<file path="src/rtl/aes_pkg.sv">
// Shared definitions for the AES CTR-mode stream sequencer.
// Provides block/word geometry and the sequencer state encoding.
package aes_pkg;

   localparam int unsigned KEY_W           = 128;
   localparam int unsigned TEXT_W          = 128;
   localparam int unsigned WORD_W          = 32;
   localparam int unsigned WORDS_PER_BLOCK = 4;
   localparam int unsigned IDX_W           = 2;
   localparam int unsigned BLK_CNT_W       = 16;

   typedef enum logic [1:0] {
      ST_IDLE  = 2'd0,
      ST_LOAD  = 2'd1,
      ST_WAIT  = 2'd2,
      ST_READY = 2'd3
   } state_t;

endpackage

</file>
<file path="src/rtl/aes_ctr_stream.sv">
// CTR-mode sequencer around an external AES-128 cipher core.
// Builds counter blocks, pulses the core's load, captures each result as
// keystream and XORs it onto a 32-bit valid/ready word stream.
// Ports:
//   wb_clk_i, wb_rst_i          clock, asynchronous active-high reset
//   cfg_key, cfg_iv, cfg_start  stream configuration, sampled on cfg_start
//   in_valid/in_ready/in_data   input word stream (in_ready combinational)
//   out_valid/out_ready/out_data output word stream (out_valid/out_data combinational)
//   aes_ld, aes_key, aes_text_in to cipher core
//   aes_done, aes_text_out      from cipher core
//   busy                        any state other than idle
//   blocks_done                 fully consumed keystream blocks, wrapping
module aes_ctr_stream
   import aes_pkg::*;
#(
   parameter int unsigned CTR_BITS = 32
) (
   input  logic                 wb_clk_i,
   input  logic                 wb_rst_i,
   input  logic [KEY_W-1:0]     cfg_key,
   input  logic [TEXT_W-1:0]    cfg_iv,
   input  logic                 cfg_start,
   input  logic                 in_valid,
   output logic                 in_ready,
   input  logic [WORD_W-1:0]    in_data,
   output logic                 out_valid,
   input  logic                 out_ready,
   output logic [WORD_W-1:0]    out_data,
   output logic                 aes_ld,
   output logic [KEY_W-1:0]     aes_key,
   output logic [TEXT_W-1:0]    aes_text_in,
   input  logic                 aes_done,
   input  logic [TEXT_W-1:0]    aes_text_out,
   output logic                 busy,
   output logic [BLK_CNT_W-1:0] blocks_done
);

   // Bits of the counter block that increment; the rest stay fixed per stream.
   localparam logic [TEXT_W-1:0] CTR_MASK = {TEXT_W{1'b1}} >> (TEXT_W - CTR_BITS);
   localparam logic [IDX_W-1:0]  LAST_IDX = IDX_W'(WORDS_PER_BLOCK - 1);

   state_t              state;
   state_t              state_nxt;
   logic [TEXT_W-1:0]   keystream;
   logic [IDX_W-1:0]    word_idx;
   logic                discard;

   logic                xfer;
   logic                ks_load;
   logic                ctr_step;
   logic                drop_done;

   // State register.
   always_ff @(posedge wb_clk_i or posedge wb_rst_i) begin
      if (wb_rst_i) begin
         state <= ST_IDLE;
      end else begin
         state <= state_nxt;
      end
   end

   // Next state and per-state strobes; a start request overrides everything.
   always_comb begin
      state_nxt = state;
      aes_ld    = 1'b0;
      in_ready  = 1'b0;
      out_valid = 1'b0;
      xfer      = 1'b0;
      ks_load   = 1'b0;
      ctr_step  = 1'b0;
      drop_done = 1'b0;

      case (state)
         ST_IDLE: begin
         end
         ST_LOAD: begin
            aes_ld    = 1'b1;
            ctr_step  = 1'b1;
            state_nxt = ST_WAIT;
         end
         ST_WAIT: begin
            if (aes_done) begin
               if (discard) begin
                  drop_done = 1'b1;
                  state_nxt = ST_LOAD;
               end else begin
                  ks_load   = 1'b1;
                  state_nxt = ST_READY;
               end
            end
         end
         ST_READY: begin
            // Handshake is blocked on a start cycle so no word is consumed twice or dropped.
            in_ready  = out_ready & ~cfg_start;
            out_valid = in_valid & ~cfg_start;
            xfer      = in_valid & out_ready & ~cfg_start;
            if (xfer && (word_idx == LAST_IDX)) begin
               state_nxt = ST_LOAD;
            end
         end
         default: begin
            state_nxt = ST_IDLE;
         end
      endcase

      if (cfg_start) begin
         state_nxt = ST_LOAD;
      end
   end

   // Datapath registers: key, counter block, keystream, word pointer, counters.
   always_ff @(posedge wb_clk_i or posedge wb_rst_i) begin
      if (wb_rst_i) begin
         aes_key     <= '0;
         aes_text_in <= '0;
         keystream   <= '0;
         word_idx    <= '0;
         discard     <= 1'b0;
         blocks_done <= '0;
      end else if (cfg_start) begin
         aes_key     <= cfg_key;
         aes_text_in <= cfg_iv;
         word_idx    <= '0;
         // A core result already in flight belongs to the old stream.
         if (state == ST_WAIT) begin
            discard <= 1'b1;
         end
      end else begin
         if (ctr_step) begin
            aes_text_in <= (aes_text_in & ~CTR_MASK) |
                           ((aes_text_in + TEXT_W'(1)) & CTR_MASK);
         end
         if (drop_done) begin
            discard <= 1'b0;
         end
         if (ks_load) begin
            keystream <= aes_text_out;
            word_idx  <= '0;
         end
         if (xfer) begin
            word_idx <= word_idx + IDX_W'(1);
            if (word_idx == LAST_IDX) begin
               blocks_done <= blocks_done + BLK_CNT_W'(1);
            end
         end
      end
   end

   // Word 0 is the least significant 32 bits of the keystream block.
   always_comb begin
      out_data = in_data ^ keystream[WORD_W*word_idx +: WORD_W];
   end

   assign busy = (state != ST_IDLE);

endmodule
</file>
<file path="config.mk">
export PLATFORM = sky130hd
export DESIGN_NAME = aes_ctr_stream
export DESIGN_NICKNAME = d
export VERILOG_FILES = /design/src/rtl/aes_pkg.sv /design/src/rtl/aes_ctr_stream.sv
export SDC_FILE = /design/constraint.sdc
export NUM_CORES = 1
export LEC_CHECK = 0
export CORE_AREA = 4 4 284 286
export CTS_BUF_LIST = sky130_fd_sc_hd__clkbuf_4 sky130_fd_sc_hd__clkbuf_8
export DETAILED_ROUTE_END_ITERATION = 7
export DIE_AREA = 0 0 288 290
export GPL_TIMING_DRIVEN = 0
export HOLD_SLACK_MARGIN = 0.1
export PLACE_DENSITY_LB_ADDON = 0.08
export RECOVER_POWER = 25
export SYNTH_ARGS = -nofsm -noshare
export SYNTH_HDL_FRONTEND = slang
export SYNTH_SLANG_ARGS = --single-unit
</file>
<file path="constraint.sdc">
create_clock -name wb_clk_i -period 27.4 [get_ports wb_clk_i]
set_input_delay 5.48 -clock wb_clk_i [delete_from_list [all_inputs] [get_ports wb_clk_i]]
set_output_delay 5.48 -clock wb_clk_i [all_outputs]
set_load 0.005 [all_outputs]
</file>
# After elaboration in Yosys (flattened, before gate mapping)
# Cells that the tools add are included.
op_classes:
  n_addsub: 3
  n_eq_ne: 7
  shifts: 1
  n_mux: 23
  bitwise_logic: 7
  reduce_logical: 10
op_table:
  columns: ["op", "n"]
  rows:
  - ["$mux W128", 2]
  - ["$or A128 B32 Y128", 1]
  - ["$shiftx A128 B8 Y32", 1]
  - ["$add A32 B1 Y32 const B", 1]
  - ["$xor A32 B32 Y32", 1]
  - ["$add A16 B1 Y16 const B", 1]
  - ["$mux W2", 7]
  - ["$mux W1", 13]
  - ["$eq A2 B2 Y1 const B", 3]
  - ["$ne A3 B3 Y1 const B", 2]
  - ["$pmux W2 S3", 1]
  - ["$reduce_and A3 Y1", 2]
  - ["$reduce_bool A2 Y1", 3]
  - ["$and A1 B1 Y1", 4]
  - ["$reduce_and A2 Y1", 2]
  - ["$reduce_bool A4 Y1", 1]
  - ["$reduce_bool A3 Y1", 1]
  - ["$add A2 B1 Y2 const B", 1]
  - ["$eq A2 B1 Y1 const B", 1]
  - ["$ne A2 B1 Y1 const B", 1]
  - ["$logic_and A1 B1 Y1", 1]
  - ["$not A1 Y1", 1]
word_totals:
  regBits: 405
  inputBits: 422

# Longest topological paths before layout
# Gate-level depths: netlist of run 1.
logic_depth:
  word_depth: 6
  mapped_depth: 7
  depth_no_buf: 5

# Worst setup path before layout of run 1
# No wires, ideal clock.
synth_path:
  path_kind: "input to output"
  start: "input cfg_start"
  end: "output out_valid"
  arrival_time_ns: 6.104
  required_ns: 21.920
  path_slack_ns: 15.816
  cell_stages: 4
  n_path_buf: 2
  path_cell_list: "clkbuf_1 inv_1 clkbuf_8 and4_1"
synth_via:
  elab_chain_cells: 3
synth_rtl:
  columns: ["item", "line_no", "rtl"]
  rows:
  - ["start: declaration", "aes_ctr_stream.sv:22", "input logic cfg_start,"]
  - ["$not A1 Y1 (no line)", null, null]
  - ["$and A1 B1 Y1", "aes_ctr_stream.sv:95", "out_valid = in_valid & ~cfg_start;"]
  - ["$mux W1", "aes_ctr_stream.sv:73", "case (state)"]
  - ["end: declaration", "aes_ctr_stream.sv:26", "output logic out_valid,"]
# No other way between the ends.

==> metrics, run 1 <==
Post-Syn Area per Cell=15.0 sq um; critical path class=in2async; router iterations before antenna repair=5; clk sinks=405; Cell variety after synth=51; I/O Buffers=728; Total GRT Usage=0.164; H-tree Lvls=3; outcome=finished with violations; CTS clk-pin slew, worst paths=50 ps; violated checks=capacitance limit, slew limit; initial antenna violation count=25; grt ovf=0; core area=78400 sq um; Detail Route Antenna Nets=0; Yosys reg bits=405; Worst Max-Slew Pin Slew=6110 ps; EDFF count, synth=0; final hold violation count=0; RSZ-0062 raised after global routing=false; Inserted Clock Buffers=83; sequential area share after synthesis=0.598; CP max FO=109; DRC=0; post-CTS setup buffer count=0; PD cells=65.8 nW/um^2; Worst IR Drop VDD=31.5 uV; fillers=7835; total routed wirelength=70400 microns; Die Wd=288 microns; Final Cycle Share=0.499; syn_nets=roughly 1600; # setup viols final=0; total die area=83500 sq um; Async S/R FF share, synth=1.00; largest net degree at the start of global routing=110; Final Critical Period=13690 ps; Die Ht=about 290 microns; main flop type after synthesis=dfrtp_1; worst hold-check path type=reg2reg; TNS Setup=0 ps; vias in the first global route=approximately 14000; Iteration-0 DRC Markers=390; CP Data Required Time=26660 ps; Leak=around 0.011 uW; Startpoint Class=input port; PostCTS Resize Cnt=0; DR vias=12759; Mapped Area=approximately 17000 sq um; max-slew violation count=412; routability congestion estimate=slightly below 0.8; maximum clock path buffer count=3; IO Count=730; clock skew=approximately 32 ps; fmax=73.1 MHz; layout cells sized above 1=0.276; Post-Syn Instances=1131; CTS root buf=clkbuf_8; Final HPWL DP=54200 microns; Skew-Pair Late Insertion Delay=roughly 660 ps; YS warnings=0; Initial Util=0.216; vias per cell=~4.2; Layout area overhead=60.5%; CTS tree=built; max_cap viols=4; # hold bufs at CTS=0; critical path arrival=between 10000 and 15000 ps; wire per inst=roughly 23 microns; max_slew headroom=-3.08; CP endpoint kind=async pin; global-route wire length before repair=a little over 100000 microns; Layout Nets=between 2000 and 2500; FP Rows=103; Hold WS=490 ps
==> critical path, stage by stage <==
cell and delay [ps]:
dlygate4sd3_1 550, clkinvlp_2 2270, clkbuf_1 4420
==> state kept, by name, summed over array words and instances (netlist names) <==
signal	flops
discard	1
keystream	128
blocks_done	16
aes_text_in	128
aes_key	128
state	2
word_idx	2
==> layout by cell type (no fill, tap or decap), drive strengths merged, types with 4 or more instances in the layout <==
cell type / instances
a31oi: 15
nor2: 25
nand4: 19
and4: 8
nand3: 20
mux4: 32
nor4: 4
dfrtp: 405
and3: 6
clkdlybuf4s50: 725
xnor2: 13
inv: 10
clkbuf: 173
buf: 20
or4: 14
mux2: 353
nand2: 38
xor2: 46
o31ai: 10
nor3: 6
o21ai: 16
diode: 12
==> cell type report <==
class	instances	area [sq um]	area share
repair buffers	731	7300	0.268
inverters	8	31.3	0.00115
diodes	12	30.0	0.00110
flip-flops and latches	405	10100	0.372
plain buffers	61	275	0.0101
well taps	1050	1310	0.0482
clock buffers	129	1580	0.0581
multi-input cells	657	6500	0.239
clock inverters	6	65.1	0.00239
==> power breakdown <==
group          total, uW  switching, uW  internal, uW
clock network        644            280           364
logic                388            128           259
registers            760           58.2           702
total               1790            466          1330
==> logic make-up (layout without fill, tap and decap cells) <==
| kind of cell | count (synthesis) | in the layout | synth area share |
|---|---|---|---|
| buffers and inverters | 69 | 935 | 0.0192 |
| muxes | 388 | 388 | 0.279 |
| and+or+nand+nor | 155 | 155 | 0.0518 |
| xor gates and xnor gates | 59 | 59 | 0.0305 |
| other | 0 | 12 | 0 |
| AOI/OAI and AO/OA | 52 | 52 | 0.0202 |
| DFF | 405 | 405 | 0.598 |
| adders and majority gates | 3 | 3 | 0.00221 |
==> layer usage <==
metal	track usage	up-vias	share of wire
met3	0.0820	122	0.11
met2	0.286	494	0.51
met4	0.0521	28	0.024
met5	0	-	0.0025
li1	-	5767	-
met1	0.172	6348	0.36
==> synth_stat cells, types with 13 or more instances <==
master    instances  area share
dfrtp_1         405        0.60
mux2_2          353        0.23
xor2_1           46       0.024
clkbuf_1         38      0.0084
nand2_1          38      0.0084
mux4_2           32       0.042
nor2_1           25      0.0055
nand3_1          20      0.0059
nand4_1          17      0.0063
o21ai_0          16      0.0047
a31oi_1          15      0.0055
buf_2            14      0.0041
xnor2_1          13      0.0067
==> final timing paths <==
path                                              from                      endpoint  cells past startpoint  slack (ps)
max                                           wb_rst_i  aes_text_in[104]$_DFFE_PP0P_                      3       13710
min                        blocks_done[15]$_DFFE_PP0P_   blocks_done[15]$_DFFE_PP0P_                      1         490
max reg2reg                       state[0]$_DFFE_PP0P_     keystream[18]$_DFFE_PP0P_                      5       25030
min reg2reg                blocks_done[15]$_DFFE_PP0P_   blocks_done[15]$_DFFE_PP0P_                      1         490
max in group wb_clk_i                        cfg_start                     out_valid                      5       14600
min in group asynchronous                     wb_rst_i     keystream[95]$_DFFE_PP0P_                      2        6520
==> metrics by stage <==
stage	util	total power [uW]	area, sq um	instances	setup WS, ps
2_1_floorplan	-	921	17000	1131	10650
3_3_place_gp	0.326	1160	25600	2909	3970
3_5_place_dp	0.327	1170	25700	2912	14730
4_1_cts	0.348	1830	27300	3047	14730
5_1_grt	0.347	1890	27200	3053	11880
6_report	0.348	1790	27200	3059	13710
(Power assumes the default switching activity.)
==> inputs of run 2 (changes only) <==
--- a/config.mk
+++ b/config.mk
@@ -5,10 +5,10 @@
 export SDC_FILE = /design/constraint.sdc
 export NUM_CORES = 1
 export LEC_CHECK = 0
-export CORE_AREA = 4 4 284 286
+export CORE_AREA = 4 4 285 287
 export CTS_BUF_LIST = sky130_fd_sc_hd__clkbuf_4 sky130_fd_sc_hd__clkbuf_8
 export DETAILED_ROUTE_END_ITERATION = 7
-export DIE_AREA = 0 0 288 290
+export DIE_AREA = 0 0 289 291
 export GPL_TIMING_DRIVEN = 0
 export HOLD_SLACK_MARGIN = 0.1
 export PLACE_DENSITY_LB_ADDON = 0.08
==> constraint.sdc (replaced) <==
create_clock -name wb_clk_i -period 13.7 [get_ports wb_clk_i]
set_input_delay 2.74 -clock wb_clk_i [delete_from_list [all_inputs] [get_ports wb_clk_i]]
set_output_delay 2.74 -clock wb_clk_i [all_outputs]
set_load 0.005 [all_outputs]
==> metrics, run 2 (synthesized netlist as in run 1, its figures left out) <==
Initial Util=0.216 (about the same); Internal=2690 uW (was 1330 uW); max_slew headroom=-0.528 (was -3.08); grt ovf=0 (unchanged); Worst IR Drop VDD=71.9 uV (was 31.5 uV); # hold bufs at CTS=0 (unchanged); violated checks=capacitance limit, slew limit (unchanged); Skew-Pair Late Insertion Delay=640 ps (was 660 ps); initial antenna violation count=22 (was 25); vias in the first global route=14347 (was 14261); Clk pwr share=0.368 (was 0.359); # setup viols final=0 (unchanged); vias per cell=4.23 (was 4.17); Final Cycle Share=0.567; Leak=0.0112 uW (was 0.0111 uW); Total GRT Usage=0.163 (was 0.164); CP endpoint kind=async pin (unchanged); critical path class=in2async (unchanged); max_cap viols=7 (was 4); Sw Share=0.259 (was 0.260); router iterations before antenna repair=4 (was 5); Largest regs=aes_key: 128 flops, aes_text_in: 128 flops, keystream: 128 flops (unchanged); most frequent cells in the layout=clkdlybuf4s50_1, dfrtp_1, mux2_2 (unchanged); M1 wire length=25400 microns (was 25200 microns); P_sw=939 uW (was 466 uW); final hold violation count=0 (unchanged); crit-path most repeated cell=clkbuf_1; most common cell after layout, fill and taps aside=clkdlybuf4s50_1 (unchanged); Worst Max-Slew Pin Slew=2290 ps (was 6110 ps); DRC=0 (unchanged); RSZ-0062 raised after global routing=false (unchanged); maximum clock path buffer count=3 (unchanged); Layout area overhead=61.5% (was 60.5%); Reg2Reg Setup Slack=11210 ps (was 25030 ps); total die area=84100 sq um (was 83500 sq um); Die Wd=289 microns (was 288 microns); CP Data Required Time=14140 ps (was 26660 ps); FP Rows=103 (unchanged); CTS root buf=clkbuf_8 (unchanged); DP Worst Slack=6330 ps (was 14730 ps); worst hold-check path type=reg2reg (unchanged); PD cells=133 nW/um^2 (was 65.8 nW/um^2); register share of total power=0.418 (was 0.424); max-slew violation count=207 (was 412); Final Critical Period=7770 ps; Layout Nets=2380 (was 2372); CTS clk-pin slew, worst paths=50 ps (about the same); Inserted Clock Buffers=82 (was 83); met3 wire length=7180 microns (was 7510 microns); combinational share of power=0.214 (was 0.216); DR vias=12986 (was 12759); Detail Route Antenna Nets=0 (unchanged); layout cells sized above 1=0.278 (was 0.276); Max stage delay on crit path=1540 ps (was 4420 ps); wire per inst=22.9 microns (was 23.0 microns); clock skew=23.7 ps (was 32.2 ps); fillers=7822 (was 7835); total power=3630 uW (was 1790 uW); Startpoint Class=input port (unchanged); Iteration-0 DRC Markers=314 (was 390); CTS tree=built (unchanged); PostCTS Resize Cnt=0 (unchanged); post-CTS setup buffer count=0 (unchanged); Die Ht=291 microns (was 290 microns); critical path's slowest cell=clkbuf_1 (unchanged); TNS Setup=0 ps (unchanged); CP max FO=36 (was 109); total routed wirelength=70400 microns (about the same); Final HPWL DP=55200 microns (was 54200 microns); fmax=129 MHz; worst setup margin=5930 ps (was 13710 ps); IO Count=730 (unchanged); I/O Buffers=728 (unchanged); outcome=finished with violations (unchanged); critical path arrival=8210 ps (was 12940 ps); H-tree Lvls=3 (unchanged); largest net degree at the start of global routing=39 (was 110); global-route wire length before repair=101000 microns (about the same); top routing layer used=met5 (unchanged); met2 wire len=36200 microns (was 35900 microns); routability congestion estimate=0.767 (was 0.784); core area=78600 sq um (was 78400 sq um); worst-path cell chain=dlygate4sd3_1, clkinvlp_2, clkbuf_1, clkbuf_1, clkbuf_1 (was dlygate4sd3_1, clkinvlp_2, clkbuf_1); clk sinks=405 (unchanged)
==> run 2: worst paths after layout <==
| check | start | to | depth (start not counted) |
|---|---|---|---|
| max | wb_rst_i | aes_text_in[65]$_DFFE_PP0P_ | 5 |
| min | blocks_done[14]$_DFFE_PP0P_ | blocks_done[14]$_DFFE_PP0P_ | 1 |
| max reg2reg | state[0]$_DFFE_PP0P_ | keystream[16]$_DFFE_PP0P_ | 5 |
| min reg2reg | blocks_done[14]$_DFFE_PP0P_ | blocks_done[14]$_DFFE_PP0P_ | 1 |
| max in group wb_clk_i | cfg_start | out_valid | 5 |
| min in group asynchronous | wb_rst_i | aes_text_in[81]$_DFFE_PP0P_ | 2 |
==> run 2: cell type report <==
cell class	instances	area [sq um]	area share
sequential	405	10100	0.370
timing repair buffer	740	7400	0.270
antenna	9	22.5	0.000822
tap	1050	1310	0.0479
clock inverter	17	201	0.00735
multi-input combinational	657	6500	0.237
clock buffer	121	1520	0.0555
inverter	8	31.3	0.00114
buffer	61	275	0.0100
==> run 2: power groups by stage <==
stage	Clock, uW	Sequential (uW)	Combinational [uW]
2_1_floorplan	0	1520	328
3_3_place_gp	0	1540	788
3_5_place_dp	0	1540	800
4_1_cts	1400	1520	805
5_1_grt	1450	1550	844
6_report	1330	1520	779
==> run 2: worst max-delay path, delay by kind of cell <==
| family | cells | cell delay, ps |
|---|---|---|
| buffers and inverters | 5 | 5410 |
==> run 2: per-stage QoR <==
step	cell area, sq um	util	hold WS, ps	instances
finish	27400	0.349	494	3068
global route	27400	0.348	507	3064
CTS	27500	0.350	498	3059
detailed placement	25800	0.328	489	2921
global placement	25600	0.325	480	2909
floorplan	17000	-	468	1131
==> run 2: metal layers <==
layer	GRT usage	up-vias
met2	0.289	495
met3	0.0747	113
met4	0.0426	22
li1	-	5808
met5	0	-
met1	0.176	6548
